### src/rtl/shift_pkg.sv
// Shared constants for the sequential shifter: FSM encoding, shamt width, op codes.
// Left shifts exist only when SEQ_SHIFT_LEFT_EN is defined.
package shift_pkg;

    localparam int XLEN    = 32;
    localparam int SHAMT_W = 5;

    localparam logic [1:0] ST_IDLE  = 2'd0;
    localparam logic [1:0] ST_SHIFT = 2'd1;
    localparam logic [1:0] ST_DONE  = 2'd2;

    localparam logic [1:0] OP_SRL = 2'd0;
    localparam logic [1:0] OP_SRA = 2'd1;
    localparam logic [1:0] OP_SLL = 2'd2;

endpackage

### src/rtl/shift_step.sv
// One combinational step of the shifter: moves value by k (at most STEP) bits.
// The left path and dir port exist only when SEQ_SHIFT_LEFT_EN is defined.
module shift_step
    import shift_pkg::*;
#(
    parameter int KW = 1
) (
    input  logic [XLEN-1:0] value,
    input  logic [KW-1:0]   k,
    input  logic            fill_bit,
`ifdef SEQ_SHIFT_LEFT_EN
    input  logic            dir,
`endif
    output logic [XLEN-1:0] shifted
);

    logic [XLEN-1:0] fill_mask;

    always_comb begin
        fill_mask = ~({XLEN{1'b1}} >> k);
        shifted   = (value >> k) | (fill_bit ? fill_mask : '0);
`ifdef SEQ_SHIFT_LEFT_EN
        if (dir) begin
            shifted = value << k;
        end
`endif
    end

endmodule

### src/rtl/seq_shift_right_unit.sv
// Multi-cycle RV32I SRL/SRA unit, STEP bits per cycle, valid/ready on both sides.
// Optional SLL support is enabled with SEQ_SHIFT_LEFT_EN.
module seq_shift_right_unit
    import shift_pkg::*;
#(
    parameter int STEP = 1
) (
    input  logic               clk,
    input  logic               reset,
    input  logic               in_valid,
    output logic               in_ready,
    input  logic [XLEN-1:0]    operand,
    input  logic [SHAMT_W-1:0] shamt,
    input  logic               arith,
`ifdef SEQ_SHIFT_LEFT_EN
    input  logic               left,
`endif
    output logic               out_valid,
    input  logic               out_ready,
    output logic [XLEN-1:0]    result
);

    localparam int KW = $clog2(STEP) + 1;
    localparam logic [SHAMT_W-1:0] STEP_W = SHAMT_W'(STEP);

    logic [1:0]         state;
    logic [SHAMT_W-1:0] remain;
    logic               sgn;
    logic [SHAMT_W-1:0] k_full;
    logic [SHAMT_W-1:0] remain_next;
    logic [XLEN-1:0]    shifted;
`ifdef SEQ_SHIFT_LEFT_EN
    logic               dir;
`endif

    assign in_ready    = (state == ST_IDLE);
    assign out_valid   = (state == ST_DONE);
    assign k_full      = (remain < STEP_W) ? remain : STEP_W;
    assign remain_next = remain - k_full;

    // MSB is invariant under SRA, so the live bit 31 is the original sign
    shift_step #(
        .KW(KW)
    ) u_step (
        .value   (result),
        .k       (k_full[KW-1:0]),
        .fill_bit(sgn & result[XLEN-1]),
`ifdef SEQ_SHIFT_LEFT_EN
        .dir     (dir),
`endif
        .shifted (shifted)
    );

    always_ff @(posedge clk or posedge reset) begin
        if (reset) begin
            state  <= ST_IDLE;
            remain <= '0;
            sgn    <= 1'b0;
            result <= '0;
`ifdef SEQ_SHIFT_LEFT_EN
            dir    <= 1'b0;
`endif
        end else begin
            unique case (state)
                ST_IDLE: begin
                    if (in_valid) begin
                        result <= operand;
                        remain <= shamt;
                        sgn    <= arith;
`ifdef SEQ_SHIFT_LEFT_EN
                        dir    <= left;
`endif
                        state  <= (shamt == '0) ? ST_DONE : ST_SHIFT;
                    end
                end
                ST_SHIFT: begin
                    result <= shifted;
                    remain <= remain_next;
                    if (remain_next == '0) begin
                        state <= ST_DONE;
                    end
                end
                ST_DONE: begin
                    if (out_ready) begin
                        state <= ST_IDLE;
                    end
                end
                default: state <= ST_IDLE;
            endcase
        end
    end

endmodule
### config.mk
export PLATFORM = sky130hd
export DESIGN_NAME = seq_shift_right_unit
export DESIGN_NICKNAME = d
export VERILOG_FILES = /design/src/rtl/shift_pkg.sv /design/src/rtl/shift_step.sv /design/src/rtl/seq_shift_right_unit.sv
export SDC_FILE = /design/constraint.sdc
export NUM_CORES = 1
export LEC_CHECK = 0
export BUFFER_PORTS_ARGS = -buffer_cell sky130_fd_sc_hd__buf_4
export CAP_MARGIN = 20
export CORE_UTILIZATION = 43
export DETAILED_ROUTE_END_ITERATION = 12
export GPL_ROUTABILITY_DRIVEN = 1
export GPL_TIMING_DRIVEN = 0
export PLACE_DENSITY = 0.81
export SLEW_MARGIN = 10
export SYNTH_ARGS = -nofsm -noshare
export SYNTH_HDL_FRONTEND = slang
export SYNTH_SLANG_ARGS = --single-unit
### constraint.sdc
create_clock -name clk -period 2 [get_ports clk]
set_clock_uncertainty 0.1 [all_clocks]
set_input_delay 0.1 -clock clk [delete_from_list [all_inputs] [get_ports clk]]
set_output_delay 0.1 -clock clk [all_outputs]
set_load 0.02 [all_outputs]
==> impl_summary.md, run 1 <==
Place
The global placement routability congestion is 0.867. The number of port buffers is 75. The total placed instance area is 2600 um2. The wire-length estimate of the detail-placed layout is 3430 um.

Pwr
The clock network burns between 10% and 20% of the power. The combinational power share is 54.5%. For this design the total switching power over the nets is 1940 uW.

The total power density per cell area is 1660 nW/um2. The reported leakage power is 0.00134 uW. Internal power comes to approximately 2700 uW.

The maximum VDD drop is 777 uV. Sequential cells burn 33.2% of the power. Net switching is 41.7% of the power.

Run status
The run finished with clean final reports.

Die
The area of the die is about 4800 um2. In this run the vertical extent of the chip is 69.4 um. From left edge to right edge, the die measures 69.4 um. The number of top-level design ports is between 70 and 80.

The floorplan has 24 rows. The standard cell core area is 4350 um2. For this configuration, the core starts out at a cell density of ~45%.

CTS
The number of clock sinks is 40. Clock tree synthesis selected as its root buffer the cell sky130_fd_sc_hd__clkbuf_8. The H-tree generated during clock tree synthesis spans 2 levels. Clock-pin slew was measured on the worst setup and hold paths at 0.08 ns.

The number of buffers inserted to repair setup after CTS is 0. The number of clock buffers added by TritonCTS is 5. TritonCTS built the clock tree. The maximum count of clock buffers along a single path is 2. The clock latency on the worst-skew pair is ~0.29 ns.

Synth
Yosys printed 0 warnings. The complex-gate fraction of the synthesized area is 25.0%. The count of mapped cells out of synthesis is 167. For this run, asynchronously set or reset flops after synthesis account for 100%. The most used standard cell by instance count after synthesis is sky130_fd_sc_hd__dfrtp_1. By area, the combinational part of the netlist is dominated by compound AO/OA/AOI/OAI gates.

The portion of synthesized area spent on multiplexers is 1.09%. Counting distinct cell types in the post-synthesis netlist gives 35. Among all flip-flop cells after synthesis, the most frequent one is sky130_fd_sc_hd__dfrtp_1. In this run, synthesis produced a sequential element count of 40. The number of flops mapped to enable cells by yosys is 0.

The post-synthesis net count is 210. The synthesized design spends more area on one cell type than any other, namely sky130_fd_sc_hd__dfrtp_1. Sequential cells were found to cover 51.2% of the synthesized design area. The fraction of post-synthesis cell area in the top cell type by area is 51.2%. By count the netlist is led by sky130_fd_sc_hd__dfrtp_1, sky130_fd_sc_hd__a221o_1, sky130_fd_sc_hd__and2_1. The area share of xor/xnor cells in the synthesized design is 0%. The mean instance size in the synthesized netlist is 11.7 um2. The synthesized netlist devotes 0.640% of its cell area to adder and majority cells. The mapped netlist covers roughly 2000 um2. The simple logic cell fraction of the synthesized area is approximately 17%. Sorting the synthesized cells by area gives the leading types as sky130_fd_sc_hd__dfrtp_1, sky130_fd_sc_hd__a221o_1, sky130_fd_sc_hd__and2_1.

Global route
Entering global routing, the biggest net connects 37 pins. The number of global-route vias before repair is 1,698. The sum of overflow across all layers after global routing is 0. The initial antenna violation count is 0.

The overall routing resource usage is between 20% and 30%. The first global-routing pass estimated approximately 8100 um of wire.

Setup path
The worst setup path is captured at a flop. The start-to-end type of the worst setup path is reg -> reg. The worst setup path is launched from a flop. The critical path data required time is 2.07 ns.

The largest fanout on the critical path is 7. The data arrival at the endpoint of the critical path is 1.90 ns.

STA
The number of pins exceeding their max-slew limit in the final report is 0. The aggregate negative setup slack is 0 ns. The relative max-transition margin is a little over 70%. The maximum clock frequency is 0.546 GHz.

The share of the clock period used by the worst path after layout is 91.6%. The minimum clock period after layout is 1.83 ns. The number of failing hold endpoints at the final stage is 0. At the pin with the least slew margin, the transition time is 0.437 ns.

Setup repair after global routing left no endpoint under its margin. The total setup violations reported at the end of the flow is 0.

Drt
The mean number of vias per cell is 5.57. Once detail routing completed, the nets flagged for antenna violations numbered 0. The first routing iteration left ~130 violations.

The wire length after detailed routing is 4800 um. The remaining routing DRC violations is 0. The wire length per cell after detailed routing is roughly 15 um. Summing over every cut layer, the via total after detailed routing is 1,739. The first-pass detailed-route iteration total is 4.

Run
The tool flagged a number of max-cap violations equal to 0.

Finish
The fraction of layout instances using a drive strength above 1 is 38.8%. The final net count is 302. The post-layout instance area is 2800 um2. Compared with the post-synthesis result, the final layout area differs by 43.5%. The antenna diode instance count is 0. Cells fill 64.4% of the core in the end.

Hold path
The path class of the tightest hold or removal check is in -> reg.
-- cell type report --
cell class | instances | area [um2]
fillers | 355 | 1550
flip-flops and latches | 40 | 1000
multi-input cells | 112 | 876
repair buffers | 85 | 673
clock buffers | 7 | 86.3
plain buffers | 11 | 80.1
well taps | 52 | 65.1
inverters | 4 | 15.0
clock inverters | 1 | 7.51
-- cell families (layout without fill, tap and decap cells) --
logic type | count (synthesis) | count (layout)
compound gates | 53 | 53
mux | 2 | 2
buf+inv | 15 | 108
flops | 40 | 40
simple gates | 56 | 56
fa+ha+maj | 1 | 1
-- stage by stage --
step	setup slack [ns]	power [uW]	instances	hold WS, ns
after floorplan	0.244	3160	167	0.135
after global placement	0.0466	3980	294	0.218
after detailed placement	0.00396	4060	295	-0.103
after CTS	0.126	4650	312	0.00231
after global routing	0.0464	4970	312	0.0150
final	0.168	4660	312	0.00956
-- per-layer routing --
layer	track usage, %	share of wire, %	up-vias	wire length, um
met3	4.51	6.2	5	300
li1	-	-	818	-
met2	34.0	47	62	2260
met4	6.80	0.96	0	46
met1	28.1	46	854	2190
met5	0	0	-	0
-- placed cells by master (no fill, tap or decap), drive strengths merged, types with 2 or more instances in the layout --
cell type and instances:
nor3b 2, nor2 6, o211ai 2, nand3 2
dlygate4sd3 9, nand2b 3, buf 85, o21ai 4
inv 4, nand2 4, a221o 32, a31o 2
a32oi 2, and2 32, nor2b 4, a21oi 3
nor3 2, clkbuf 9, dfrtp 40
-- flip-flops by register name, indices dropped and copies added (netlist names), named ones only --
| signal | count |
|---|---|
| sgn | 1 |
| state | 2 |
| remain | 5 |
| result | 31 |
-- worst max-delay path: stages, from the launching register on --
cell,delay [ns]
sky130_fd_sc_hd__dfrtp_1,0.52
sky130_fd_sc_hd__nor2_1,0.10
sky130_fd_sc_hd__a21o_1,0.18
sky130_fd_sc_hd__ha_1,0.24
sky130_fd_sc_hd__nor4b_4,0.28
sky130_fd_sc_hd__nor2b_1,0.18
sky130_fd_sc_hd__o221ai_1,0.11
-- worst paths after layout --
| check | startpoint | to | slack, ns | cells past startpoint |
|---|---|---|---|---|
| worst max register to register | remain[1]$_DFFE_PP0P_ | remain[4]$_DFFE_PP0P_ | 0.17 | 6 |
| worst min register to register | sgn$_DFFE_PP0P_ | sgn$_DFFE_PP0P_ | 0.42 | 1 |
| worst max-delay path | remain[1]$_DFFE_PP0P_ | remain[4]$_DFFE_PP0P_ | 0.17 | 6 |
| max in group asynchronous | reset | remain[0]$_DFFE_PP0P_ | 1.26 | 4 |
| worst min-delay path | shamt[2] | remain[2]$_DFFE_PP0P_ | 0.01 | 3 |
| min in group asynchronous | reset | result[19]$_DFFE_PP0P_ | 0.14 | 3 |
-- timing repair --
| item | 4_1_cts | 5_1_grt |
|---|---|---|
| gates resized for setup | 1 | 2 |
| hold buffers | 9 | 0 |
| endpoints found under the hold margin | 48 | 0 |
| setup endpoints to repair | 1 | 1 |
-- power groups by stage --
stage	clock network (uW)	logic (uW)	registers [uW]
global route	604	2760	1610
detailed placement	0	2510	1540
floorplan	0	1350	1810
finish	570	2540	1550
CTS	581	2540	1530
global placement	0	2450	1530
(Power assumes the default switching activity.)
==> run 2: changes to the inputs <==
--- a/config.mk
+++ b/config.mk
@@ -7,11 +7,13 @@
 export LEC_CHECK = 0
 export BUFFER_PORTS_ARGS = -buffer_cell sky130_fd_sc_hd__buf_4
 export CAP_MARGIN = 20
-export CORE_UTILIZATION = 43
+export CELL_PAD_IN_SITES_DETAIL_PLACEMENT = 1
+export CELL_PAD_IN_SITES_GLOBAL_PLACEMENT = 1
+export CORE_UTILIZATION = 37
 export DETAILED_ROUTE_END_ITERATION = 12
 export GPL_ROUTABILITY_DRIVEN = 1
 export GPL_TIMING_DRIVEN = 0
-export PLACE_DENSITY = 0.81
+export PLACE_DENSITY = 0.89
 export SLEW_MARGIN = 10
 export SYNTH_ARGS = -nofsm -noshare
 export SYNTH_HDL_FRONTEND = slang
==> constraint.sdc (replaced) <==
create_clock -name clk -period 2 [get_ports clk]
set_clock_uncertainty 0.1 [all_clocks]
set_input_delay 0.5 -clock clk [delete_from_list [all_inputs] [get_ports clk]]
set_output_delay 0.5 -clock clk [all_outputs]
set_load 0.02 [all_outputs]
==> run 2 against run 1 <==
Compared with the run above: via count is 0.46% lower; critical path depth is 2 lower; largest cell class unchanged; largest power group unchanged; clock power is 14% higher; sequential power hardly changed; cell area is 1.8% lower; sequential cell count stayed put; die area is 16% higher; first-iteration DRC count is 34% lower; core utilization is 10 points lower; cell count is 2.9% higher.
==> impl_summary.md, run 2 (synthesis gave the netlist of run 1 again) <==
Finish
The filler-free cell count of the finished design was 321 (+2.9%). The flip-flop count of the largest register after layout is 31 (unchanged). The layout overhead on the synthesized area is 40.9%. The fraction of layout instances using a drive strength above 1 was 41.4% (+2.6 points).

The antenna diode instance count is 0 (unchanged). The final net count came to 293 (-3.0%). The top cell types in the final layout, fill and taps aside, are sky130_fd_sc_hd__buf_4, sky130_fd_sc_hd__dfrtp_1, sky130_fd_sc_hd__and2_1, sky130_fd_sc_hd__a221o_1.

In the final layout, the registers with the most flip-flops are result x31, remain x5, state x2. The post-layout instance area is 2750 um2 (-1.8%). The most frequent standard cell in the layout excluding fill and tap cells is sky130_fd_sc_hd__buf_4. More flip-flops sit in one register than any other, and that register is result.

Place
The global placement routability congestion was 0.801 (-7.7%). The detailed placement HPWL is 3980 um (+16%). The post-placement cell count is 313 (+6.1%). The number of port buffers came to 75 (unchanged). The total placed instance area is 2630 um2 (+0.87%).

Drt
The via total after detailed routing was 1,731 (-0.46%). The remaining antenna violation count after routing is 0 (unchanged). The wire length per cell after detailed routing is 16.8 um (+9.1%). The remaining routing DRC violations is 0 (unchanged). The wire length after detailed routing is 5390 um (+12%). The mean number of vias per cell came to 5.39 (-3.3%).

The first-pass detailed-route iteration total is 4 (unchanged). The first-iteration detailed-routing DRC count is 88 (-34%).

Global route
The initial antenna violation count was 0 (unchanged). The global-route wire length before repair is 8420 um (+3.6%). The most utilized layer in the global route result is met2. The sum of overflow across all layers after global routing is 0 (unchanged).

The global-route track usage on met2 is 33.8% (-0.15 points). The number of global-route vias before repair is 1,738 (+2.4%). The overall routing resource usage came to 20.3% (-0.74 points). The routing usage on met1 came to 26.6% (-1.4 points).

The met3 capacity usage during global routing came to 5.09% (+0.58 points). The pin count of the biggest net entering global routing is 26 (-30%).

CTS
The hold buffer count at CTS came to 0 (-9). The tree is rooted in a sky130_fd_sc_hd__clkbuf_8. The maximum count of clock buffers along a single path is 2 (unchanged). The H-tree depth reported by CTS is 2 (unchanged). The number of buffers inserted to repair setup after CTS is 0 (unchanged).

The number of clock sinks was 40 (unchanged). TritonCTS built the clock tree. The number of buffers inserted during clock tree synthesis is 5 (unchanged). The clock transition at the registers of the reported paths is 0.08 ns (about the same). The clock latency on the worst-skew pair is 0.29 ns (about the same).

Pwr
The portion of total power attributed to the clock network was 13.5% (+1.3 points). The combinational power share is 53.8% (-0.7 points). The maximum VDD drop is 602 uV (-22%). The internal cell power is 2810 uW (+3.3%).

The total power density per cell area is 1740 nW/um2 (+4.5%). The reported leakage power is 0.00131 uW (-2.3%). The proportion of total power due to net switching is 41.3% (-0.39 points). The reported net switching power is 1980 uW (+1.6%).

The proportion of power drawn by flip-flops and latches is 32.7% (-0.5 points).

Die
The effective utilization at floorplan is 38.3% (-6.6 points). The standard cell core area is 5110 um2 (+17%). The number of top-level design ports is 76 (unchanged). The area of the die is 5580 um2 (+16%). The number of placement rows is 26 (+8.3%).

The floorplan die height is 74.7 um (+7.6%). The die boundary width was 74.7 um (+7.6%).

STA
The maximum clock frequency is 0.528 GHz (-3.3%). The pin slew with the least headroom to its limit is 0.425 ns (-0.0118 ns). The total setup violations reported at the end of the flow is 0 (unchanged). The relative max-transition margin is 71.5% (+0.76 points). The number of pins exceeding their max-slew limit in the final report is 0 (unchanged). The minimum clock period after layout was 1.89 ns (+0.0627 ns). Setup repair after global routing could not meet its margin everywhere. The share of the clock period used by the worst path after layout is 94.7% (+3.1 points). The number of failing hold endpoints at the final stage was 0 (unchanged).

Run status
The flow ran to the end, and the final reports show no timing, DRC or antenna violations.

Setup path
The largest fanout on the critical path is 10 (+3). The launching point of the worst reg2reg path is remain[2]$_DFFE_PP0P_. The kind of end point of the critical path is a flop.

STA classifies the critical path startpoint as a flop. The number of cells on the worst reg-to-reg path is 4 (-2). The endpoint of the lowest-slack register-to-register path is result[26]$_DFFE_PP0P_. The start-to-end type of the worst setup path is reg -> reg. The data arrival at the endpoint of the critical path was 1.96 ns (+0.06 ns). The register-to-register setup slack is 0.11 ns (-0.06 ns). The critical path data required time is 2.07 ns (about the same).

Hold path
The class of the tightest hold or removal check is in -> async.

Run
The number of maximum-capacitance constraint violations is 0 (unchanged).
run 2: how the worst max path moves through the flow:
| stage | cells after the start | to | from |
|---|---|---|---|
| finish | 4 | result[26]$_DFFE_PP0P_ | remain[2]$_DFFE_PP0P_ |
| CTS | 6 | remain[4]$_DFFE_PP0P_ | remain[3]$_DFFE_PP0P_ |
| floorplan | 6 | remain[4]$_DFFE_PP0P_ | remain[3]$_DFFE_PP0P_ |
| global placement | 2 | remain[2]$_DFFE_PP0P_ | reset |
| detailed placement | 6 | remain[4]$_DFFE_PP0P_ | remain[3]$_DFFE_PP0P_ |
| global route | 4 | result[26]$_DFFE_PP0P_ | remain[2]$_DFFE_PP0P_ |
run 2: worst max-delay path, stage by stage (launching register included):
cell and delay [ns]:
sky130_fd_sc_hd__dfrtp_1 0.47, sky130_fd_sc_hd__nor3_2 0.43, sky130_fd_sc_hd__a21oi_1 0.21, sky130_fd_sc_hd__buf_2 0.24, sky130_fd_sc_hd__a221o_1 0.32
run 2: area by class of cell:
| class | count | area, um2 |
|---|---|---|
| multi-input combinational | 112 | 876 |
| sequential | 40 | 1000 |
| buffer | 11 | 80.1 |
| clock inverter | 2 | 35.0 |
| timing repair buffer | 76 | 583 |
| tap | 70 | 87.6 |
| inverter | 4 | 15.0 |
| clock buffer | 6 | 72.6 |
| fill | 577 | 2350 |
run 2: metal layers:
layer	wire length [um]	share of wire, %	vias up
li1	-	-	804
met1	2310	43	857
met2	2730	51	62
met3	287	5.3	8
met4	66	1.2	0
met5	0	0	-
run 2: timing repair:
| action | CTS | global route |
|---|---|---|
| resized for setup | 1 | 5 |
| endpoints found under the setup margin | 1 | 9 |
| pin swaps | 0 | 0 |
run 2: power groups by stage:
stage	registers [uW]	logic (uW)	clock network, uW
global route	1610	2830	699
global placement	1540	2460	0
detailed placement	1560	2560	0
CTS	1550	2580	661
finish	1560	2570	647
floorplan	1810	1350	0
run 2: per-stage QoR:
step	hold slack [ns]	power [uW]	utilization [%]	worst slack, ns	setup TNS [ns]
after global routing	0.112	5150	53.9	-0.0142	-0.0236
after CTS	0.102	4790	53.6	0.0252	0
after global placement	0.371	4000	51.0	-0.0905	-3.57
after floorplan	0.358	3160	-	0.244	0
after detailed placement	0.405	4110	51.4	-0.0777	-0.0777
final	0.0954	4780	53.9	0.105	0
